## src/rtl/icache_refill_ctrl.sv

```systemverilog
// icache_refill_ctrl: ICache miss refill sequencer (line request, beat fill, tag commit, victim select).
// Define ICACHE_REFILL_CWF_EN for critical-word-first bursts with early instruction delivery.
`ifndef INST_WIDTH
`define INST_WIDTH 32
`endif

module icache_refill_ctrl #(
  parameter int IndexBits  = 6,
  parameter int OffsetBits = 6,
  parameter int NumWays    = 8,
  localparam int WayBits      = (NumWays > 1) ? $clog2(NumWays) : 1,
  localparam int WordBits     = OffsetBits - 2,
  localparam int WordsPerLine = 2 ** WordBits,
  localparam int TagBits      = `INST_WIDTH - IndexBits - OffsetBits
) (
  input  logic                   clk,
  input  logic                   rst,
  input  logic                   miss_valid,
  input  logic [`INST_WIDTH-1:0] miss_addr,
  output logic                   miss_ready,
  output logic                   mem_req_valid,
  output logic [`INST_WIDTH-1:0] mem_req_addr,
  input  logic                   mem_req_ready,
  input  logic                   mem_resp_valid,
  input  logic [`INST_WIDTH-1:0] mem_resp_data,
  input  logic                   mem_resp_last,
  input  logic                   mem_resp_err,
  output logic                   data_we,
  output logic [WayBits-1:0]     data_way,
  output logic [IndexBits-1:0]   data_index,
  output logic [WordBits-1:0]    data_word,
  output logic [`INST_WIDTH-1:0] data_wdata,
  output logic                   tag_we,
  output logic [WayBits-1:0]     tag_way,
  output logic [IndexBits-1:0]   tag_index,
  output logic [TagBits-1:0]     tag_value,
  output logic                   inst_valid,
  output logic [`INST_WIDTH-1:0] inst_data,
  output logic                   busy,
  output logic                   err
);

  typedef enum logic [1:0] {IDLE, REQ, FILL, COMMIT} state_t;

  state_t                 state_q, state_d;
  logic [`INST_WIDTH-1:0] addr_q;
  logic [WordBits-1:0]    cnt_q;
  logic [WayBits-1:0]     victim_q;
  logic                   err_q;
  logic [`INST_WIDTH-1:0] inst_data_q;
`ifdef ICACHE_REFILL_CWF_EN
  logic                   inst_valid_q;
`endif

  logic                   beat, last_idx, beat_bad, beat_ok, beat_abort;
  logic [WordBits-1:0]    miss_word, start_word, cur_word;
  logic                   unused_addr_bits;

  assign unused_addr_bits = ^addr_q[1:0];
  assign miss_word        = addr_q[OffsetBits-1:2];
`ifdef ICACHE_REFILL_CWF_EN
  assign start_word       = miss_word;
`else
  assign start_word       = '0;
`endif
  assign cur_word         = start_word + cnt_q;

  // A beat is bad if flagged, or if 'last' disagrees with the beat position.
  assign beat       = (state_q == FILL) && mem_resp_valid;
  assign last_idx   = (cnt_q == WordBits'(WordsPerLine - 1));
  assign beat_bad   = mem_resp_err || (mem_resp_last != last_idx);
  assign beat_ok    = beat && !beat_bad;
  assign beat_abort = beat && beat_bad;

  always_ff @(posedge clk or posedge rst) begin
    if (rst) state_q <= IDLE;
    else     state_q <= state_d;
  end

  always_comb begin
    state_d = state_q;
    unique case (state_q)
      IDLE:    if (miss_valid) state_d = REQ;
      REQ:     if (mem_req_ready) state_d = FILL;
      FILL: begin
        if (beat_abort)            state_d = IDLE;
        else if (beat_ok && last_idx) state_d = COMMIT;
      end
      COMMIT:  state_d = IDLE;
      default: state_d = IDLE;
    endcase
  end

  always_ff @(posedge clk or posedge rst) begin
    if (rst) begin
      addr_q      <= '0;
      cnt_q       <= '0;
      victim_q    <= '0;
      err_q       <= 1'b0;
      inst_data_q <= '0;
`ifdef ICACHE_REFILL_CWF_EN
      inst_valid_q <= 1'b0;
`endif
    end else begin
      err_q <= beat_abort;
      if (state_q == IDLE && miss_valid) addr_q <= miss_addr;
      if (state_q == REQ && mem_req_ready) cnt_q <= '0;
      else if (beat_ok)                    cnt_q <= cnt_q + WordBits'(1);
      if (state_q == COMMIT)
        victim_q <= (victim_q == WayBits'(NumWays - 1)) ? '0 : victim_q + WayBits'(1);
`ifdef ICACHE_REFILL_CWF_EN
      // First beat of a wrapped burst is the missed word itself.
      inst_valid_q <= beat_ok && (cnt_q == '0);
      if (beat_ok && cnt_q == '0) inst_data_q <= mem_resp_data;
`else
      if (beat_ok && cur_word == miss_word) inst_data_q <= mem_resp_data;
`endif
    end
  end

  always_comb begin
    miss_ready    = (state_q == IDLE);
    mem_req_valid = (state_q == REQ);
    busy          = (state_q != IDLE);
`ifdef ICACHE_REFILL_CWF_EN
    mem_req_addr  = {addr_q[`INST_WIDTH-1:2], 2'b00};
`else
    mem_req_addr  = {addr_q[`INST_WIDTH-1:OffsetBits], {OffsetBits{1'b0}}};
`endif
    data_we       = beat_ok;
    data_way      = victim_q;
    data_index    = addr_q[OffsetBits +: IndexBits];
    data_word     = cur_word;
    data_wdata    = beat_ok ? mem_resp_data : '0;
    tag_we        = (state_q == COMMIT);
    tag_way       = victim_q;
    tag_index     = addr_q[OffsetBits +: IndexBits];
    tag_value     = addr_q[`INST_WIDTH-1 -: TagBits];
    err           = err_q;
`ifdef ICACHE_REFILL_CWF_EN
    inst_valid    = inst_valid_q;
    inst_data     = inst_data_q;
`else
    inst_valid    = (state_q == COMMIT);
    inst_data     = (state_q == COMMIT) ? inst_data_q : '0;
`endif
  end

endmodule

```

## config.mk

```make
export PLATFORM = sky130hd
export DESIGN_NAME = icache_refill_ctrl
export DESIGN_NICKNAME = d
export VERILOG_FILES = /design/src/rtl/icache_refill_ctrl.sv
export SDC_FILE = /design/constraint.sdc
export NUM_CORES = 1
export LEC_CHECK = 0
export CORE_MARGIN = 2
export CORE_UTILIZATION = 40
export CTS_CLUSTER_SIZE = 24
export DETAILED_ROUTE_END_ITERATION = 10
export PLACE_DENSITY = 0.82
export SKIP_CTS_REPAIR_TIMING = 1
export SYNTH_ARGS = -nofsm -noshare
export SYNTH_HDL_FRONTEND = slang
export SYNTH_SLANG_ARGS = --single-unit
```

## constraint.sdc

```tcl
create_clock -name clk -period 2.85 [get_ports clk]
set_clock_uncertainty 0.05 [all_clocks]
set_input_delay 0.285 -clock clk [delete_from_list [all_inputs] [get_ports clk]]
set_output_delay 0.285 -clock clk [all_outputs]
set_load 0.02 [all_outputs]
```

======== Yosys cells after proc, flatten, opt, wreduce, memory -nomap -nowiden ========
Cells that the tools add are included.
word-level totals
  register bits after elaboration ......... 74
  output and inout port bits .............. 145
  input port bits ......................... 71
  word-level logic and storage cells ...... 41
operators by class
  reduce and logical (&&, ||, !) cells .... 13
  muxes and demuxes ....................... 10
  add/sub/neg operators ................... 2
  eq/ne operators ......................... 10
operators by type and width
  kind                 number
  $mux 32              2
  $mux 2               4
  $mux 4               2
  $pmux 2 s4           1
  $logic_and 1x1->1    7
  $add 4x1->4 const B  1
  $eq 2x2->1 const B   2
  $eq 4x4->1           1
  $eq 4x4->1 const B   1
  $reduce_bool 2->1    2
  $add 3x1->3 const B  1
  $eq 3x3->1 const B   1
  $mux 3               1
  $ne 3x2->1 const B   1
  $reduce_and 3->1     1
  $eq 2x1->1 const B   1
  $logic_not 2->1      1
  $ne 2x1->1 const B   1
  $ne 2x2->1 const B   1
  $logic_not 1->1      1
  $logic_or 1x1->1     1
  $ne 1x1->1           1

======== Logic depth before layout (Yosys ltp) ========
Gate-level depths: netlist of the first run.
  depth after elaboration ................. 9
  mapped depth ............................ 6
  mapped depth without buffers ............ 5

======== Worst setup path before layout of the first run ========
OpenSTA, ideal clock, no wires.
  path kind ............................... reg-to-output
  start ................................... register cnt_q[0]
  end ..................................... output port data_wdata[23]
  slack ................................... 0.846 ns
  stages on the path, launching flop included .. 6
  required time ........................... 2.515 ns
  arrival ................................. 1.669 ns
  path buffers ............................ 1
  cell sequence ........................... dfrtp_1 ha_1 a31oi_1 o21a_2 clkbuf_1 and3_1
between the ends
  longest elaborated chain between the ends .. 6
ends and longest elaborated chain
  element                 line  text
  start, declared         47    logic [WordBits-1:0] cnt_q;
  start signal, assigned  108   else if (beat_ok) cnt_q <= cnt_q + WordBits'(1);
  $eq 4x4->1              70    assign last_idx = (cnt_q == WordBits'(WordsPerLine - 1));
  $ne 1x1->1              71    assign beat_bad = mem_resp_err || (mem_resp_last != last_idx);
  $logic_or 1x1->1        71
  $logic_not 1->1         72    assign beat_ok = beat && !beat_bad;
  $logic_and 1x1->1       72
  $mux 32                 134   data_wdata = beat_ok ? mem_resp_data : '0;
  end, declared           32    output logic [`INST_WIDTH-1:0] data_wdata,
Every way passes these cells.

======== Final worst setup path of the first run ========
  start ................................... register cnt_q[0]
  end ..................................... output port data_we
between the ends
  longest elaborated chain between the ends .. 5
ends and longest elaborated chain
  element            line  text
  $eq 4x4->1         70
  $ne 1x1->1         71
  $logic_or 1x1->1   71
  $logic_not 1->1    72
  $logic_and 1x1->1  72
  end, declared      28    output logic data_we,
Every way passes these cells.

==> flow_summary.json, run 1 <==
{
  "status": "finished clean",
  "syn-cell-area_sq_um": 4000,
  "grt_pass1_vias": 3084,
  "ir_drop_uv": 471,
  "async_reset_ff_share_pct": 100,
  "path_cells": "ha_1, and4_1, o21ai_1, nor2_1, clkdlybuf4s50_1",
  "overflow": 0,
  "finalSetupTns_ns": 0,
  "seq_power_share_pct": 31.4,
  "tightest_slew_ns": 0.621,
  "power.switching_mw": 2.10,
  "final_nets": 561,
  "n_antenna_cell": 0,
  "finalSetupViolations": 0,
  "die_x_um": 104,
  "slew_headroom_pct": 58.6,
  "yosys_warnings": 0,
  "intPower_mw": 3.43,
  "whs_ns": 0.295,
  "start_util_pct": 41.1,
  "multi_input_area_sq_um": 1590,
  "swShare_pct": 37.9,
  "yosysSeqAreaShare_pct": 45.1,
  "cp_slowest_stage_delay_ns": 0.57,
  "antenna_found_initial": 0,
  "num_rows": 36,
  "dp_hpwl_um": 7900,
  "hold_viol_final": 0,
  "port_buffers": 207,
  "grt_pass1_wl_um": 16500,
  "path_clk_slew_ns": 0.08,
  "num_vias": 3014,
  "end_kind": "output port",
  "cts_max_level": 3,
  "p_comb_share_pct": 51.5,
  "gp_congestion": 0.795,
  "nFillCells": 799,
  "yosysMostFrequentCell": "dfrtp_1",
  "critPathLaunchType": "flip-flop",
  "power.density_nw_per_um2": 912,
  "io_pins": 216,
  "ys_ff_latch": 72,
  "setup_ws_ns": 0.231,
  "clk_latency_ns": 0.35,
  "grt.total_usage_pct": 19.2,
  "synth.top_cells.by_count": "dfrtp_1 (72), buf_4 (68), and3_1 (64)",
  "cp.required_ns": 2.52,
  "die_area_sq_um": 10800,
  "cts_buffers": 9,
  "drive_above_1_share_pct": 18.9,
  "max_cap_violations": 0,
  "cts_root_buffer": "clkbuf_8",
  "p_leak_nw": 3.45,
  "reg2reg_depth": 7,
  "grt_max_degree": 46,
  "wirelength_um": 10500,
  "drt-initial-drc-count": 58,
  "viasPerCell": 4.82,
  "routedWlPerCell_um": 16.8,
  "clock_power_share_pct": 17.1,
  "crit_arrival_ns": 2.28,
  "synth_top_cell_area_share_pct": 45.1,
  "tritoncts": "built",
  "fmax_mhz": 382,
  "slowest_stage": "clkdlybuf4s50_1",
  "numClockSinks": 72,
  "dp_slack_ns": 0.289,
  "synth_top_cells_by_area": "dfrtp_1 (45%), buf_4 (13%), mux2_4 (11%), and3_1 (10%), mux2_2 (9.0%)",
  "drc": 0,
  "synthDistinctLibCells": 34,
  "fin_crit_sh_pct": 91.9,
  "synth_flop_cell": "dfrtp_1",
  "syn_avg_cell_area_sq_um": 11.6,
  "yosys.area.top_type": "dfrtp_1",
  "fin_crit_ns": 2.62,
  "core_area_sq_um": 9730,
  "fin_util_pct": 62.3,
  "rsz0062_at_grt": "false",
  "synth_edf_count": 0,
  "synthesis.instances": 344,
  "cts_buffer_depth": 2,
  "regArea_sq_um": 1800,
  "worst-setup-path-type": "flip-flop to output port",
  "slew_viol_final": 0,
  "hp-class": "input pin to asynchronous set/reset pin",
  "ant_nets": 0,
  "die_h_um": 104,
  "syn2layout_area_growth_pct": 51.6,
  "dr.pass1.iters": 4,
  "cp_max_fo": 6
}
==> per-layer routing <==
layer / GRT usage (%) / routed length [um]
met4: 6.85 / 180
met5: 0 / 0
met3: 5.20 / 732
met2: 33.6 / 5300
met1: 22.6 / 4270
==> state kept, by name, summed over array words and instances, names as in the netlist <==
| register | count |
|---|---|
| inst_data_q | 32 |
| addr_q | 30 |
| cnt_q | 4 |
| data_way | 3 |
| state_q | 2 |
| err | 1 |
==> critical path, delay by kind of cell (launching register included) <==
family          cells  cell delay, ns
compound gates      1            0.33
buf+inv             1            0.57
fa+ha+maj           1            0.28
flops               1            0.46
simple gates        2            0.29
==> layout by cell type (no fill, tap or decap), types with 5 or more instances in the layout <==
cell / instances
and3_1: 64
buf_4: 5
clkbuf_8: 10
clkdlybuf4s50_1: 175
conb_1: 6
dfrtp_1: 71
dlymetal6s2s_1: 32
mux2_2: 32
mux2_4: 30
nand2_1: 5
o21ai_0: 6
==> stage by stage <==
step | power (mW) | instance area (sq um) | std cells
6_report | 5.53 | 6060 | 625
4_1_cts | 5.59 | 5980 | 625
3_5_place_dp | 4.64 | 5740 | 609
2_1_floorplan | 3.81 | 4020 | 349
5_1_grt | 5.80 | 6060 | 625
3_3_place_gp | 4.54 | 5740 | 609
==> final cells by class <==
class	instances	share of cell area (%)
multi-input cells	184	26.2
inverters	5	0.310
clock inverters	6	1.61
clock buffers	10	2.27
well taps	133	2.75
repair buffers	215	37.1
flip-flops and latches	72	29.7
==> power groups by stage <==
stage	Clock (mW)	Sequential (mW)	Combinational, mW
final	0.945	1.74	2.85
after floorplan	0	1.65	2.15
after detailed placement	0	1.75	2.88
after global placement	0	1.72	2.82
after global routing	1.01	1.80	2.99
after CTS	0.965	1.74	2.89
==> final timing paths <==
path | startpoint | to | slack [ns]
max | cnt_q[0]$_DFFE_PP0P_ | data_we | 0.23
min | rst | addr_q[7]$_DFFE_PP0P_ | 0.29
max reg2reg | cnt_q[0]$_DFFE_PP0P_ | inst_data_q[0]$_DFFE_PP0P_ | 0.33
min reg2reg | inst_data_q[31]$_DFFE_PP0P_ | inst_data_q[31]$_DFFE_PP0P_ | 0.44
max in group asynchronous | rst | addr_q[14]$_DFFE_PP0P_ | 1.78
min in group clk | inst_data_q[31]$_DFFE_PP0P_ | inst_data_q[31]$_DFFE_PP0P_ | 0.44
==> kinds of logic after synthesis <==
logic type | Yosys count | share of synthesized area [%]
simple gates | 91 | 13.8
fa+ha+maj | 3 | 0.939
other cells | 1 | 0.0938
compound gates | 14 | 2.10
flops | 72 | 45.1
buf+inv | 93 | 15.8
xor+xnor | 4 | 0.876
mux | 66 | 21.3
Power figures use the tool's default switching activity.
==> run 2, diff against run 1 <==
--- a/config.mk
+++ b/config.mk
@@ -6,11 +6,12 @@
 export NUM_CORES = 1
 export LEC_CHECK = 0
 export CORE_MARGIN = 2
-export CORE_UTILIZATION = 40
+export CORE_UTILIZATION = 43
 export CTS_CLUSTER_SIZE = 24
 export DETAILED_ROUTE_END_ITERATION = 10
-export PLACE_DENSITY = 0.82
+export PLACE_DENSITY = 0.87
 export SKIP_CTS_REPAIR_TIMING = 1
+export SLEW_MARGIN = 20
 export SYNTH_ARGS = -nofsm -noshare
 export SYNTH_HDL_FRONTEND = slang
 export SYNTH_SLANG_ARGS = --single-unit
==> constraint.sdc (replaced) <==
create_clock -name clk -period 3.07 [get_ports clk]
set_clock_uncertainty 0.05 [all_clocks]
set_input_delay 0.307 -clock clk [delete_from_list [all_inputs] [get_ports clk]]
set_output_delay 0.307 -clock clk [all_outputs]
set_load 0.02 [all_outputs]
==> run 2 against run 1 <==
Global-route usage up 1.0 points. First-iteration DRC count grew 100%. Sequential share of layout area up 0.72 points. Count of clock-buffer cells in the layout rose by 2. Sequential cell count stayed put. Die area down 6.7%. Non-clock buffer count unchanged. Setup slack got worse by 0.046 ns. Clock power fell by 17%. Largest power group unchanged. Hold slack better by 0.022 ns. Highest routed layer unchanged. Utilization grew 2.6 points. Critical path type unchanged. Design area shrank 2.4%.
==> flow_summary.json, run 2 (same netlist as run 1, synthesis figures left out) <==
{
  "status": "finished clean",
  "p_total_mw": 5.02,
  "slowest_stage": "clkdlybuf4s50_1",
  "fin_crit_ns": 2.88,
  "finalSetupTns_ns": 0,
  "cp_max_fo": 34,
  "slew_headroom_pct": 57.4,
  "tightest_slew_ns": 0.633,
  "routedWlPerCell_um": 16.7,
  "critPathLaunchType": "flip-flop",
  "swShare_pct": 37.7,
  "drc": 0,
  "rsz0062_at_grt": "false",
  "power.density_nw_per_um2": 848,
  "ir_drop_uv": 360,
  "numClockSinks": 72,
  "multi_input_area_sq_um": 1590,
  "nFillCells": 693,
  "max_cap_violations": 0,
  "antenna_found_initial": 0,
  "die_h_um": 100,
  "cpLargestDelayFamily": "compound AO/OA/AOI/OAI gates",
  "io_pins": 216,
  "port_buffers": 207,
  "crit_arrival_ns": 2.53,
  "power.switching_mw": 1.89,
  "fin_area_sq_um": 5910,
  "cp.required_ns": 2.71,
  "start_util_pct": 43.9,
  "grt_max_degree": 45,
  "dpl_cell_area_sq_um": 5690,
  "drt-initial-drc-count": 118,
  "num_vias": 3018,
  "largest_reg_flops": 32,
  "tritoncts": "built",
  "wirelength_um": 10100,
  "syn2layout_area_growth_pct": 47.9,
  "clock_power_share_pct": 15.6,
  "gp_congestion": 0.749,
  "fmax_mhz": 347,
  "finalSetupViolations": 0,
  "intPower_mw": 3.13,
  "overflow": 0,
  "hold_viol_final": 0,
  "cts_max_level": 3,
  "regArea_sq_um": 1800,
  "cts_root_buffer": "clkbuf_8",
  "p_comb_share_pct": 52.1,
  "n_antenna_cell": 0,
  "grt.total_usage_pct": 20.2,
  "slew_viol_final": 0,
  "path_cells": "ha_1, a31oi_1, o21a_4, and3_1, clkdlybuf4s50_1",
  "die_area_sq_um": 10100,
  "clk_latency_ns": 0.34,
  "viasPerCell": 5.00,
  "num_rows": 35,
  "worst-setup-path-type": "flip-flop to output port",
  "final_common_cell": "clkdlybuf4s50_1",
  "end_kind": "output port",
  "grt_pass1_wl_um": 15700,
  "largest_registers": "inst_data_q: 32 flops, addr_q: 30 flops, cnt_q: 4 flops",
  "cts_buffer_depth": 2,
  "seq_power_share_pct": 32.2,
  "dp_hpwl_um": 7560,
  "cp_slowest_stage_delay_ns": 0.62,
  "path_clk_slew_ns": 0.07,
  "core_area_sq_um": 9110,
  "cts_buffers": 9,
  "fin_crit_sh_pct": 94.0,
  "drive_above_1_share_pct": 18.7,
  "hp-class": "input pin to asynchronous set/reset pin",
  "worst-path-buf-inv": 1,
  "die_x_um": 100,
  "top_register": "inst_data_q",
  "final_nets": 561,
  "dr.pass1.iters": 5,
  "ant_nets": 0,
  "p_leak_nw": 2.84,
  "mostFrequentLayoutCells": "clkdlybuf4s50_1 (207), dfrtp_1 (72), and3_1 (64), mux2_2 (32), mux2_4 (30)",
  "grt_pass1_vias": 3039
}
run 2: cell count changes in the layout (fill, tap and decap cells not counted), sizes merged:
| cell | before | now |
|---|---|---|
| clkinvlp | 0 | 1 |
| bufinv | 2 | 1 |
| dlymetal6s2s | 32 | 0 |
| inv | 9 | 5 |
| clkinv | 0 | 2 |
| clkbuf | 10 | 12 |
| clkdlybuf4s50 | 175 | 207 |
run 2: worst paths after layout:
| path | start | endpoint | slack, ns | depth (start not counted) |
|---|---|---|---|---|
| setup reg to reg | cnt_q[0]$_DFFE_PP0P_ | inst_data_q[31]$_DFFE_PP0P_ | 0.63 | 6 |
| hold / removal | rst | addr_q[9]$_DFFE_PP0P_ | 0.32 | 2 |
| max in group asynchronous | rst | addr_q[30]$_DFFE_PP0P_ | 1.98 | 3 |
| hold reg to reg | inst_data_q[31]$_DFFE_PP0P_ | inst_data_q[31]$_DFFE_PP0P_ | 0.44 | 1 |
| min in group clk | inst_data_q[31]$_DFFE_PP0P_ | inst_data_q[31]$_DFFE_PP0P_ | 0.44 | 1 |
| setup / recovery | cnt_q[0]$_DFFE_PP0P_ | data_wdata[6] | 0.19 | 5 |
run 2: layer usage:
metal	GRT usage, %	wire length [um]	vias to the layer above
li1	-	-	1397
met1	24.1	4060	1468
met2	35.3	5080	140
met3	5.57	812	13
met4	6.74	134	0
met5	0	0	-
run 2: area by class of cell:
| cell class | instances | area share (%) |
|---|---|---|
| clock inverter | 4 | 0.867 |
| tap | 111 | 2.35 |
| sequential | 72 | 30.5 |
| inverter | 5 | 0.317 |
| clock buffer | 12 | 2.79 |
| timing repair buffer | 215 | 36.3 |
| multi-input combinational | 184 | 27.0 |
run 2: metrics by stage:
| stage | utilization, % | setup slack [ns] | hold WS [ns] | instances |
|---|---|---|---|---|
| floorplan | - | 0.888 | 0.389 | 349 |
| global placement | 62.5 | 0.365 | 0.419 | 587 |
| detailed placement | 62.5 | 0.291 | 0.425 | 587 |
| CTS | 64.9 | -0.000598 | 0.325 | 603 |
| global route | 64.9 | 0.0448 | 0.365 | 603 |
| finish | 64.9 | 0.185 | 0.317 | 603 |
run 2: power groups by stage:
stage / registers (mW) / clock network [mW] / logic, mW
after floorplan: 1.54 / 0 / 2.00
after global placement: 1.60 / 0 / 2.59
after detailed placement: 1.63 / 0 / 2.64
after CTS: 1.62 / 0.810 / 2.64
after global routing: 1.67 / 0.856 / 2.77
final: 1.62 / 0.785 / 2.62
==> run 3, diff against run 2 <==
--- a/config.mk
+++ b/config.mk
@@ -6,10 +6,10 @@
 export NUM_CORES = 1
 export LEC_CHECK = 0
 export CORE_MARGIN = 2
-export CORE_UTILIZATION = 43
+export CORE_UTILIZATION = 40
 export CTS_CLUSTER_SIZE = 24
 export DETAILED_ROUTE_END_ITERATION = 10
-export PLACE_DENSITY = 0.87
+export PLACE_DENSITY = 0.82
 export SKIP_CTS_REPAIR_TIMING = 1
 export SLEW_MARGIN = 20
 export SYNTH_ARGS = -nofsm -noshare
==> constraint.sdc (replaced) <==
create_clock -name clk -period 3.22 [get_ports clk]
set_clock_uncertainty 0.05 [all_clocks]
set_input_delay 0.322 -clock clk [delete_from_list [all_inputs] [get_ports clk]]
set_output_delay 0.322 -clock clk [all_outputs]
set_load 0.02 [all_outputs]
==> run 3 against run 2 <==
Sequential cell count stayed put. Critical path depth stayed put. Sequential power is 7% lower. Global-route usage is 1.0 points lower. Combinational power is 3% lower. Setup slack better by 0.11 ns. Sequential share of layout area is 0.19 points lower. Critical endpoint is now data_wdata[1]. Die area is 7.2% higher. Wire length is 1.2% higher.
==> flow_summary.json, run 3 (same netlist as run 1, synthesis figures left out) <==
{
  "status": "finished clean",
  "final_common_cell": "clkdlybuf4s50_1",
  "slew_viol_final": 0,
  "antenna_found_initial": 0,
  "start_util_pct": 41.1,
  "top_register": "inst_data_q",
  "intPower_mw": 3.09,
  "nFillCells": 785,
  "dp_cells": 607,
  "finalSetupTns_ns": 0,
  "finalSetupViolations": 0,
  "grt_max_degree": 73,
  "whs_endpoint": "inst_data_q[30]$_DFFE_PP0P_",
  "hp-start": "inst_data_q[30]$_DFFE_PP0P_",
  "core_area_sq_um": 9730,
  "slew_headroom_pct": 39.3,
  "num_vias": 2997,
  "grt.total_usage_pct": 19.2,
  "drc": 0,
  "die_h_um": 104,
  "regArea_sq_um": 1800,
  "n_antenna_cell": 0,
  "fin_cells": 623,
  "drt-initial-drc-count": 104,
  "max_cap_violations": 0,
  "reg2reg_depth": 6,
  "fmax_mhz": 342,
  "ir_drop_uv": 401,
  "p_leak_nw": 2.84,
  "p_comb_share_pct": 51.4,
  "final_nets": 559,
  "die_area_sq_um": 10800,
  "cts_root_buffer": "clkbuf_8",
  "dr.pass1.iters": 4,
  "whs_ns": 0.455,
  "end_kind": "output port",
  "clk_latency_ns": 0.34,
  "p_total_mw": 4.93,
  "wirelength_um": 10200,
  "largest_reg_flops": 32,
  "path_clk_slew_ns": 0.08,
  "hold_viol_final": 0,
  "clock_power_share_pct": 18.0,
  "seq_power_share_pct": 30.5,
  "gp_congestion": 0.734,
  "syn2layout_area_growth_pct": 48.8,
  "cp.required_ns": 2.85,
  "rrSetupSlack_ns": 0.82,
  "rsz0062_at_grt": "false",
  "cts_buffers": 9,
  "io_pins": 216,
  "whs_path_depth": 1,
  "swShare_pct": 37.2,
  "critPathLaunch": "state_q[1]$_DFFE_PP0P_",
  "ant_nets": 0,
  "grt_pass1_wl_um": 16700,
  "crit_arrival_ns": 2.55,
  "drive_above_1_share_pct": 18.4,
  "dp_hpwl_um": 7560,
  "largest_registers": "inst_data_q: 32 flops, addr_q: 30 flops, cnt_q: 4 flops",
  "fin_crit_sh_pct": 90.8,
  "multi_input_area_sq_um": 1590,
  "critPathLaunchType": "flip-flop",
  "cts_max_level": 3,
  "die_x_um": 104,
  "hp-class": "flip-flop to flip-flop",
  "routedWlPerCell_um": 16.4,
  "dpl_cell_area_sq_um": 5690,
  "viasPerCell": 4.81,
  "mostFrequentLayoutCells": "clkdlybuf4s50_1 (207), dfrtp_1 (72), and3_1 (64), mux2_2 (32), mux2_4 (30)",
  "numClockSinks": 72,
  "port_buffers": 207,
  "fin_crit_ns": 2.92,
  "timing.rr.start": "cnt_q[0]$_DFFE_PP0P_",
  "cp_max_fo": 33,
  "fin_area_sq_um": 5950,
  "tightest_slew_ns": 0.910,
  "tritoncts": "built",
  "cts_buffer_depth": 2,
  "worst-setup-path-type": "flip-flop to output port",
  "num_rows": 36,
  "power.switching_mw": 1.84,
  "grt_pass1_vias": 3162,
  "worstReg2RegEnd": "inst_data_q[31]$_DFFE_PP0P_",
  "power.density_nw_per_um2": 828,
  "overflow": 0
}
run 3: changes by cell type in the layout (fill, tap and decap cells not counted):
cell and delta:
bufinv_16 +2, clkbuf_8 -2, buf_12 -1, buf_4 -1, clkinv_2 -1, inv_6 +1
run 3: area by class of cell:
class	instances	area share, %
Timing Repair Buffer	213	35.6
Sequential cell	72	30.3
Multi-Input combinational cell	184	26.8
Tap cell	133	2.80
Clock buffer	10	2.31
Clock inverter	6	1.93
Inverter	5	0.315
run 3: power groups by stage:
stage	combinational, mW	clock [mW]	sequential, mW
floorplan	1.91	0	1.46
detailed placement	2.56	0	1.52
finish	2.54	0.890	1.50
CTS	2.56	0.910	1.51
global route	2.67	0.942	1.56
global placement	2.51	0	1.50
run 3: worst max-delay path: stages, from the launching register on:
cell	delay (ns)
dfrtp_1	0.66
nand2_1	0.22
nor2_2	0.19
buf_4	0.30
and3_1	0.21
clkdlybuf4s50_1	0.61
run 3: routing by layer:
metal | vias to the layer above | routed length, um | global-route usage [%]
li1 | 1395 | - | -
met1 | 1438 | 4110 | 22.1
met2 | 152 | 5150 | 34.1
met3 | 12 | 815 | 5.51
met4 | 0 | 141 | 6.37
met5 | - | 0 | 0
run 3: through the flow:
step,worst slack [ns],utilization (%)
CTS,0.171,61.1
global route,0.111,61.2
floorplan,1.02,-
global placement,0.463,58.5
detailed placement,0.433,58.5
finish,0.297,61.2
run 3: how the worst max path moves through the flow:
stage                             endpoint
floorplan           addr_q[10]$_DFFE_PP0P_
global placement             data_wdata[4]
detailed placement          data_wdata[27]
CTS                          data_wdata[1]
global route                 data_wdata[7]
finish                       data_wdata[1]
